==> src/rtl/rgb_sequence_controller_if.sv <==
// Step-table write port of the RGB sequencer: valid/ready handshake plus one table entry.
interface rgb_sequence_controller_if;
    logic       valid;
    logic       ready;
    logic [2:0] addr;
    logic [2:0] color1;
    logic [2:0] color2;
    logic [3:0] dwell;

    modport master (output valid, addr, color1, color2, dwell, input ready);
    modport slave  (input valid, addr, color1, color2, dwell, output ready);
endinterface

==> src/rtl/rgb_sequence_controller.sv <==
// Plays an 8-entry colour/dwell table onto two RGB LEDs, with a tick prescaler and
// brightness PWM. The table is writable only while idle.
module rgb_sequence_controller #(
    parameter int unsigned TICK_DIV = 50_000_000,
    parameter int unsigned PWM_BITS = 4,
    parameter int unsigned STEPS    = 8
) (
    input  logic                      clock,
    input  logic                      reset,
    rgb_sequence_controller_if.slave  cfg,
    input  logic [2:0]                seq_last,
    input  logic                      loop_en,
    input  logic                      start,
    input  logic                      stop,
    input  logic [PWM_BITS-1:0]       brightness,
    output logic                      busy,
    output logic                      done,
    output logic [2:0]                step_idx,
    output logic [2:0]                RGB1,
    output logic [2:0]                RGB2
);

    localparam int unsigned PrescW = (TICK_DIV > 1) ? $clog2(TICK_DIV) : 1;
    localparam logic [PrescW-1:0] PrescLast = PrescW'(TICK_DIV - 1);

    typedef enum logic [0:0] {StIdle, StRun} state_e;

    state_e              state_q, state_d;
    logic [2:0]          step_q, step_d;
    logic [3:0]          dwell_cnt_q, dwell_cnt_d;
    logic [PrescW-1:0]   presc_q, presc_d;
    logic [2:0]          last_q, last_d;
    logic                loop_q, loop_d;
    logic                done_q, done_d;
    logic [PWM_BITS-1:0] pwm_cnt_q;
    logic [2:0]          rgb1_q, rgb1_d;
    logic [2:0]          rgb2_q, rgb2_d;

    logic [2:0] color1_tab_q [STEPS];
    logic [2:0] color2_tab_q [STEPS];
    logic [3:0] dwell_tab_q  [STEPS];

    logic       tick;
    logic       tab_we;
    logic       pwm_on;
    logic [2:0] next_idx;

    assign tick     = (presc_q == PrescLast);
    assign next_idx = step_q + 3'd1;
    assign pwm_on   = (&brightness) | (pwm_cnt_q < brightness);

    always_comb begin
        state_d     = state_q;
        step_d      = step_q;
        dwell_cnt_d = dwell_cnt_q;
        presc_d     = presc_q;
        last_d      = last_q;
        loop_d      = loop_q;
        done_d      = 1'b0;
        tab_we      = 1'b0;
        unique case (state_q)
            StIdle: begin
                tab_we  = cfg.valid;
                presc_d = '0;
                if (start && !stop) begin
                    state_d     = StRun;
                    last_d      = seq_last;
                    loop_d      = loop_en;
                    step_d      = 3'd0;
                    dwell_cnt_d = dwell_tab_q[0];
                end
            end
            StRun: begin
                presc_d = tick ? '0 : presc_q + PrescW'(1);
                // Stop takes priority over any tick-driven step or completion.
                if (stop) begin
                    state_d = StIdle;
                    step_d  = 3'd0;
                end else if (tick) begin
                    if (dwell_cnt_q != 4'd0) begin
                        dwell_cnt_d = dwell_cnt_q - 4'd1;
                    end else if (step_q != last_q) begin
                        step_d      = next_idx;
                        dwell_cnt_d = dwell_tab_q[next_idx];
                    end else if (loop_q) begin
                        step_d      = 3'd0;
                        dwell_cnt_d = dwell_tab_q[0];
                    end else begin
                        state_d = StIdle;
                        step_d  = 3'd0;
                        done_d  = 1'b1;
                    end
                end
            end
            default: state_d = StIdle;
        endcase
    end

    // Gating on the next state as well blanks the LEDs on the first idle cycle.
    always_comb begin
        rgb1_d = 3'd0;
        rgb2_d = 3'd0;
        if (state_q == StRun && state_d == StRun) begin
            rgb1_d = color1_tab_q[step_q] & {3{pwm_on}};
            rgb2_d = color2_tab_q[step_q] & {3{pwm_on}};
        end
    end

    always_ff @(posedge clock) begin
        if (reset) begin
            state_q     <= StIdle;
            step_q      <= 3'd0;
            dwell_cnt_q <= 4'd0;
            presc_q     <= '0;
            last_q      <= 3'd0;
            loop_q      <= 1'b0;
            done_q      <= 1'b0;
            pwm_cnt_q   <= '0;
            rgb1_q      <= 3'd0;
            rgb2_q      <= 3'd0;
            for (int k = 0; k < STEPS; k++) begin
                color1_tab_q[k] <= 3'(k);
                color2_tab_q[k] <= 3'(k);
                dwell_tab_q[k]  <= 4'd2;
            end
        end else begin
            state_q     <= state_d;
            step_q      <= step_d;
            dwell_cnt_q <= dwell_cnt_d;
            presc_q     <= presc_d;
            last_q      <= last_d;
            loop_q      <= loop_d;
            done_q      <= done_d;
            pwm_cnt_q   <= pwm_cnt_q + PWM_BITS'(1);
            rgb1_q      <= rgb1_d;
            rgb2_q      <= rgb2_d;
            if (tab_we) begin
                color1_tab_q[cfg.addr] <= cfg.color1;
                color2_tab_q[cfg.addr] <= cfg.color2;
                dwell_tab_q[cfg.addr]  <= cfg.dwell;
            end
        end
    end

    assign cfg.ready = (state_q == StIdle);
    assign busy      = (state_q == StRun);
    assign done      = done_q;
    assign step_idx  = step_q;
    assign RGB1      = rgb1_q;
    assign RGB2      = rgb2_q;

endmodule
==> src/flat_wrapper.sv <==
// flat-port wrapper written by rule: the top's interface ports become plain ports
module rgb_sequence_controller_flat 
#(
    parameter int unsigned TICK_DIV = 50_000_000,
    parameter int unsigned PWM_BITS = 4,
    parameter int unsigned STEPS    = 8
)
  (clock, reset, seq_last, loop_en, start, stop, brightness, busy, done, step_idx, RGB1, RGB2, cfg_valid, cfg_addr, cfg_color1, cfg_color2, cfg_dwell, cfg_ready);
  rgb_sequence_controller_if cfg_i ();
  input  logic clock;
  input  logic reset;
  input  logic [2:0] seq_last;
  input  logic loop_en;
  input  logic start;
  input  logic stop;
  input  logic [PWM_BITS-1:0] brightness;
  output logic busy;
  output logic done;
  output logic [2:0] step_idx;
  output logic [2:0] RGB1;
  output logic [2:0] RGB2;
  input wire logic [$bits(cfg_i.valid)-1:0] cfg_valid;
  input wire logic [$bits(cfg_i.addr)-1:0] cfg_addr;
  input wire logic [$bits(cfg_i.color1)-1:0] cfg_color1;
  input wire logic [$bits(cfg_i.color2)-1:0] cfg_color2;
  input wire logic [$bits(cfg_i.dwell)-1:0] cfg_dwell;
  output wire logic [$bits(cfg_i.ready)-1:0] cfg_ready;
  assign cfg_i.valid = cfg_valid;
  assign cfg_i.addr = cfg_addr;
  assign cfg_i.color1 = cfg_color1;
  assign cfg_i.color2 = cfg_color2;
  assign cfg_i.dwell = cfg_dwell;
  assign cfg_ready = cfg_i.ready;
  rgb_sequence_controller #(.TICK_DIV(TICK_DIV), .PWM_BITS(PWM_BITS), .STEPS(STEPS)) u_core (.clock(clock), .reset(reset), .cfg(cfg_i), .seq_last(seq_last), .loop_en(loop_en), .start(start), .stop(stop), .brightness(brightness), .busy(busy), .done(done), .step_idx(step_idx), .RGB1(RGB1), .RGB2(RGB2));
endmodule
==> config.mk <==
export PLATFORM = sky130hd
export DESIGN_NAME = rgb_sequence_controller_flat
export DESIGN_NICKNAME = d
export VERILOG_FILES = /design/src/rtl/rgb_sequence_controller_if.sv /design/src/rtl/rgb_sequence_controller.sv /design/src/flat_wrapper.sv
export SDC_FILE = /design/constraint.sdc
export NUM_CORES = 1
export LEC_CHECK = 0
export CORE_UTILIZATION = 45
export DETAILED_ROUTE_END_ITERATION = 10
export PLACE_DENSITY = 0.74
export SKIP_CTS_REPAIR_TIMING = 1
export SLEW_MARGIN = 20
export SYNTH_ARGS = -nofsm -noshare
export SYNTH_HDL_FRONTEND = slang
export SYNTH_SLANG_ARGS = --single-unit
==> constraint.sdc <==
create_clock -name clock -period 7 [get_ports clock]
set_clock_uncertainty 0.1 [all_clocks]
set_input_delay 1.05 -clock clock [delete_from_list [all_inputs] [get_ports clock]]
set_output_delay 1.05 -clock clock [all_outputs]
set_load 0.02 [all_outputs]
# Yosys cells after proc, flatten, opt, wreduce, memory -nomap -nowiden
# Memory sizes are Yosys's and may differ from the RTL's. A register that Yosys moved wholly into a read port is not among the register bits.
# Index checks and enable logic that the tools add are counted.
[totals]
output_inout_bits = 12
wordCells = 87
input_bits = 26
reg_bits = 49
mem_bits_rw = 80
n_memories = 3
[op_classes]
n_addsub = 4
magnitude_cmp = 1
n_bitwise = 6
n_eq_ne = 8
n_mux = 42
reduce_logical = 13
[mem_list]
columns = ["name", "depth", "word_bits", "rd", "rd_ports_with_merged_regs", "write_ports", "line_no", "text"]
rows = [
  ["u_core.dwell_tab_q", 8, 4, 2, 0, 8, "rgb_sequence_controller.sv:41", "logic [3:0] dwell_tab_q [STEPS];"],
  ["u_core.color1_tab_q", 8, 3, 1, 1, 8, "rgb_sequence_controller.sv:39", "logic [2:0] color1_tab_q [STEPS];"],
  ["u_core.color2_tab_q", 8, 3, 1, 1, 8, "rgb_sequence_controller.sv:40", "logic [2:0] color2_tab_q [STEPS];"],
]
[op_table]
columns = ["operator", "n"]
rows = [
  ["26-bit case mux with 2 select lines", 1],
  ["3-bit 2-to-1 mux", 14],
  ["4-bit 2-to-1 mux", 7],
  ["26-bit by 1-bit adder with 26-bit output, second input constant", 1],
  ["26-bit == test, second input constant", 1],
  ["26-bit 2-to-1 mux", 1],
  ["1-bit 2-to-1 mux", 16],
  ["4-bit case mux with 2 select lines", 1],
  ["4-bit AND reduction", 2],
  ["3-bit bitwise AND", 2],
  ["3-bit != test, second input constant", 2],
  ["3-bit case mux with 2 select lines", 1],
  ["3-bit OR reduction", 2],
  ["6-bit OR reduction", 1],
  ["4-bit by 1-bit adder with 4-bit output, second input constant", 1],
  ["4-bit < comparator", 1],
  ["2-bit != test, second input constant", 2],
  ["4-bit != test, second input constant", 1],
  ["4-bit nonzero test", 1],
  ["4-bit OR reduction", 1],
  ["4-bit by 1-bit subtractor with 4-bit output, second input constant", 1],
  ["3-bit by 1-bit adder with 3-bit output, second input constant", 1],
  ["3-bit != test", 1],
  ["1-bit NOT", 3],
  ["8 further kinds", 9],
]

# Logic depth before layout (Yosys ltp)
[depth]
ltp_word = 9
depth_mapped = 7

# Least setup slack after synthesis
# OpenSTA, ideal clock, no wires.
[synth_timing]
path_type = "input to register"
start = "input reset"
end = "memory u_core.color1_tab_q[2][0], enable pin"
required_time_ns = 6.509
n_path_buf = 2
arrival_time_ns = 2.504
setup_slack_ns = 4.005
cell_stages = 5
setup_time_ns = 0.391
path_cell_list = "buf_4 -> inv_1 -> nand4b_1 -> clkbuf_1 -> o21ai_0"
[synth_lines]
columns = ["item", "line_no", "text"]
rows = [
  ["start: declaration", "flat_wrapper.sv:11", "input logic reset;"],
  ["end: declaration", "rgb_sequence_controller.sv:39", ""],
]

==> metrics.txt <==
first-pass GRT wire length 21300 um; crit end category register; TritonCTS Sinks 132; peak supply drop 0.172 mV; initial antenna violation count 0; Gate power share 5.4%; Nets 577; die area 0.0140 mm2; gr ovfl total 0; layout overhead on the synthesized area 17.1%; RSZ-0062 raised after global routing no; Synth area leaders edfxtp_1 (39%), dfxtp_1 (17%), mux4_2 (7.4%), and2_1 (4.9%), nor2_1 (3.2%); CP max FO 24; net load switching power 0.000399 W; multi-input logic area 0.00248 mm2; CP arrival 4.51 ns; CP required 7.01 ns; Main synth FF type edfxtp_1; drt first-iter violations 423; initial core utilization 46.1%; die height 118 um; CTS buffer count 17; DPL Wire Length 9420 um; MaxCap Viol Count 0; DIE WIDTH 118 um; Synth area leader edfxtp_1; Final period util 64.3%; leakage power total 2.29 nW; Synthesis Warnings 0; Register Area 0.00344 mm2; TritonCTS clock tree done; site row count 42; Fin Hold WS 0.362 ns; Pint 0.00140 W; Antenna Nets Post-Route 0; number of synthesized flops with an enable pin 80; Via density 5.62; Switching Share 22.2%; proportion of netlist area held by the largest area contributor 39.4%; All-Layer GR Usage 20.8%; Critical Path Start Type input pin; Max Clk Rate 222 MHz; Hold Vio Cnt, Final 0; setup TNS 0 ns; Clock Path Buffers 2; mean post-synth cell area 12.0 um2; ys async rst share 0%; Routed wire per std cell 18.6 um; Distinct cells, synth 52; Least-Margin Pin Slew 1.03 ns; syn_nets 542; Setup CP Type in2reg; clk_lat worst skew 0.43 ns; DRC viols 0; Placer Congestion 0.862; clk root buf clkbuf_16; synthesized flop and latch total 132; Core Area 0.0132 mm2; Clock Power Share 47.0%; Cells after Synth 509; Final Max Slew Viols 0; cell area after layout 0.00715 mm2; # IOs 38; PortBufs 37; H-tree depth 4; Clk pin slew, worst setup/hold paths 0.05 ns; Setup violations, final 0; ant diodes 0; Placement Cell Area 0.00659 mm2; Slew headroom 31.0%; sequential fraction of the synthesis area 56.4%; vias 4116; Final min period 4.50 ns; Hold/Removal Path Class reg2reg; largest net degree at the start of global routing 27; drt pass-1 iters 5; status completed; PD cells 252 mW/mm2; Reg power frac 47.6%; final WL 13700 um; Cell Area, Synth 0.00610 mm2; layout cells sized above 1 11.7%; layout filler cell count 1120; vias in the first global route 3936
## through the flow
| stage | setup slack, ns | std cells | power, W | util (%) |
|---|---|---|---|---|
| 2_1_floorplan | 4.01 | 509 | 0.000925 | - |
| 3_3_place_gp | 2.32 | 701 | 0.000966 | 49.7 |
| 3_5_place_dp | 2.14 | 701 | 0.000969 | 49.7 |
| 6_report | 2.50 | 733 | 0.00180 | 54.0 |
| 4_1_cts | 2.60 | 733 | 0.00181 | 54.0 |
| 5_1_grt | 2.17 | 733 | 0.00186 | 54.0 |
## layout by cell type, fill, tap and decap left out, types with 10 or more instances in the layout
| cell type | Yosys | routed |
|---|---|---|
| nand2_1 | 17 | 17 |
| clkbuf_16 | 0 | 17 |
| inv_1 | 16 | 16 |
| mux4_2 | 20 | 20 |
| and2_1 | 48 | 48 |
| nor2_1 | 52 | 52 |
| nor3_1 | 16 | 16 |
| nand3_1 | 10 | 10 |
| clkdlybuf4s50_1 | 0 | 37 |
| xnor2_1 | 21 | 21 |
| or3_1 | 30 | 30 |
| mux2i_1 | 11 | 11 |
| edfxtp_1 | 80 | 80 |
| dfxtp_1 | 52 | 52 |
## state kept, by name (all words and copies together), names as in the netlist, named ones only
| name | cells |
|---|---|
| u_core.RGB2 | 3 |
| u_core.done | 1 |
| u_core.busy | 1 |
| u_core.pwm_cnt_q | 4 |
| u_core.dwell_cnt_q | 4 |
| u_core.last_q | 3 |
| u_core.color1_tab_q | 24 |
| u_core.loop_q | 1 |
| u_core.color2_tab_q | 24 |
| u_core.presc_q | 26 |
| u_core.RGB1 | 3 |
| u_core.dwell_tab_q | 32 |
| u_core.step_idx | 3 |
## cell families after synthesis
family,synth area share [%]
simple gates,21.2
flops,56.4
compound gates,4.22
buf+inv,2.89
mux,9.55
xor+xnor,4.30
fa+ha+maj,1.43
## path summary, 6_finish.rpt
path                           from                       end  slack, ns  cells past startpoint
setup / recovery              reset  u_core.dwell_tab_q[1][1]       2.50                      5
hold / removal    u_core.presc_q[0]         u_core.presc_q[0]       0.36                      1
setup reg to reg        u_core.busy  u_core.dwell_tab_q[1][1]       3.82                      4
hold reg to reg   u_core.presc_q[0]         u_core.presc_q[0]       0.36                      1
## worst max-delay path: stages
cell and delay [ns]:
clkdlybuf4s50_1 0.81, inv_1 0.55, nand4_1 0.74, nor3_1 0.96
or2_2 0.38
## per-layer routing
layer	share of wire [%]	up-vias	GRT usage [%]
li1	-	1936	-
met1	44	1997	27.5
met2	46	161	31.2
met3	7.5	22	6.52
met4	2.6	0	10.1
met5	0	-	0
## cell usage after synthesis (all sizes together), types with 3 or more instances
| master | instances |
|---|---|
| edfxtp | 80 |
| dfxtp | 52 |
| nor2 | 52 |
| and2 | 48 |
| or3 | 30 |
| xnor2 | 21 |
| mux4 | 20 |
| nand2 | 18 |
| clkbuf | 17 |
| nor3 | 17 |
| inv | 16 |
| o21ai | 12 |
| mux2i | 11 |
| nand3 | 10 |
| nand4 | 9 |
| xor2 | 9 |
| nor4 | 8 |
| ha | 7 |
| nand2b | 7 |
| or2 | 7 |
| a211oi | 6 |
| a21oi | 6 |
| buf | 5 |
| a311oi | 4 |
| nor4b | 4 |
| a21o | 3 |
| and3 | 3 |
| nor2b | 3 |
## area by class of cell
cell class,count,area share [%]
Clock inverter,15,1.94
Sequential cell,132,48.2
Inverter,16,0.840
Multi-Input combinational cell,339,34.8
Tap cell,176,3.08
Timing Repair Buffer,38,5.28
Clock buffer,17,5.95
## power groups by stage
stage / registers, W / logic, W / clock network (W)
6_report: 0.000857 / 0.0000980 / 0.000846
5_1_grt: 0.000858 / 0.000107 / 0.000890
4_1_cts: 0.000857 / 0.0000971 / 0.000855
3_5_place_dp: 0.000873 / 0.0000965 / 0
3_3_place_gp: 0.000872 / 0.0000941 / 0
2_1_floorplan: 0.000867 / 0.0000586 / 0
Note: power is estimated with default switching activity, not from simulation.
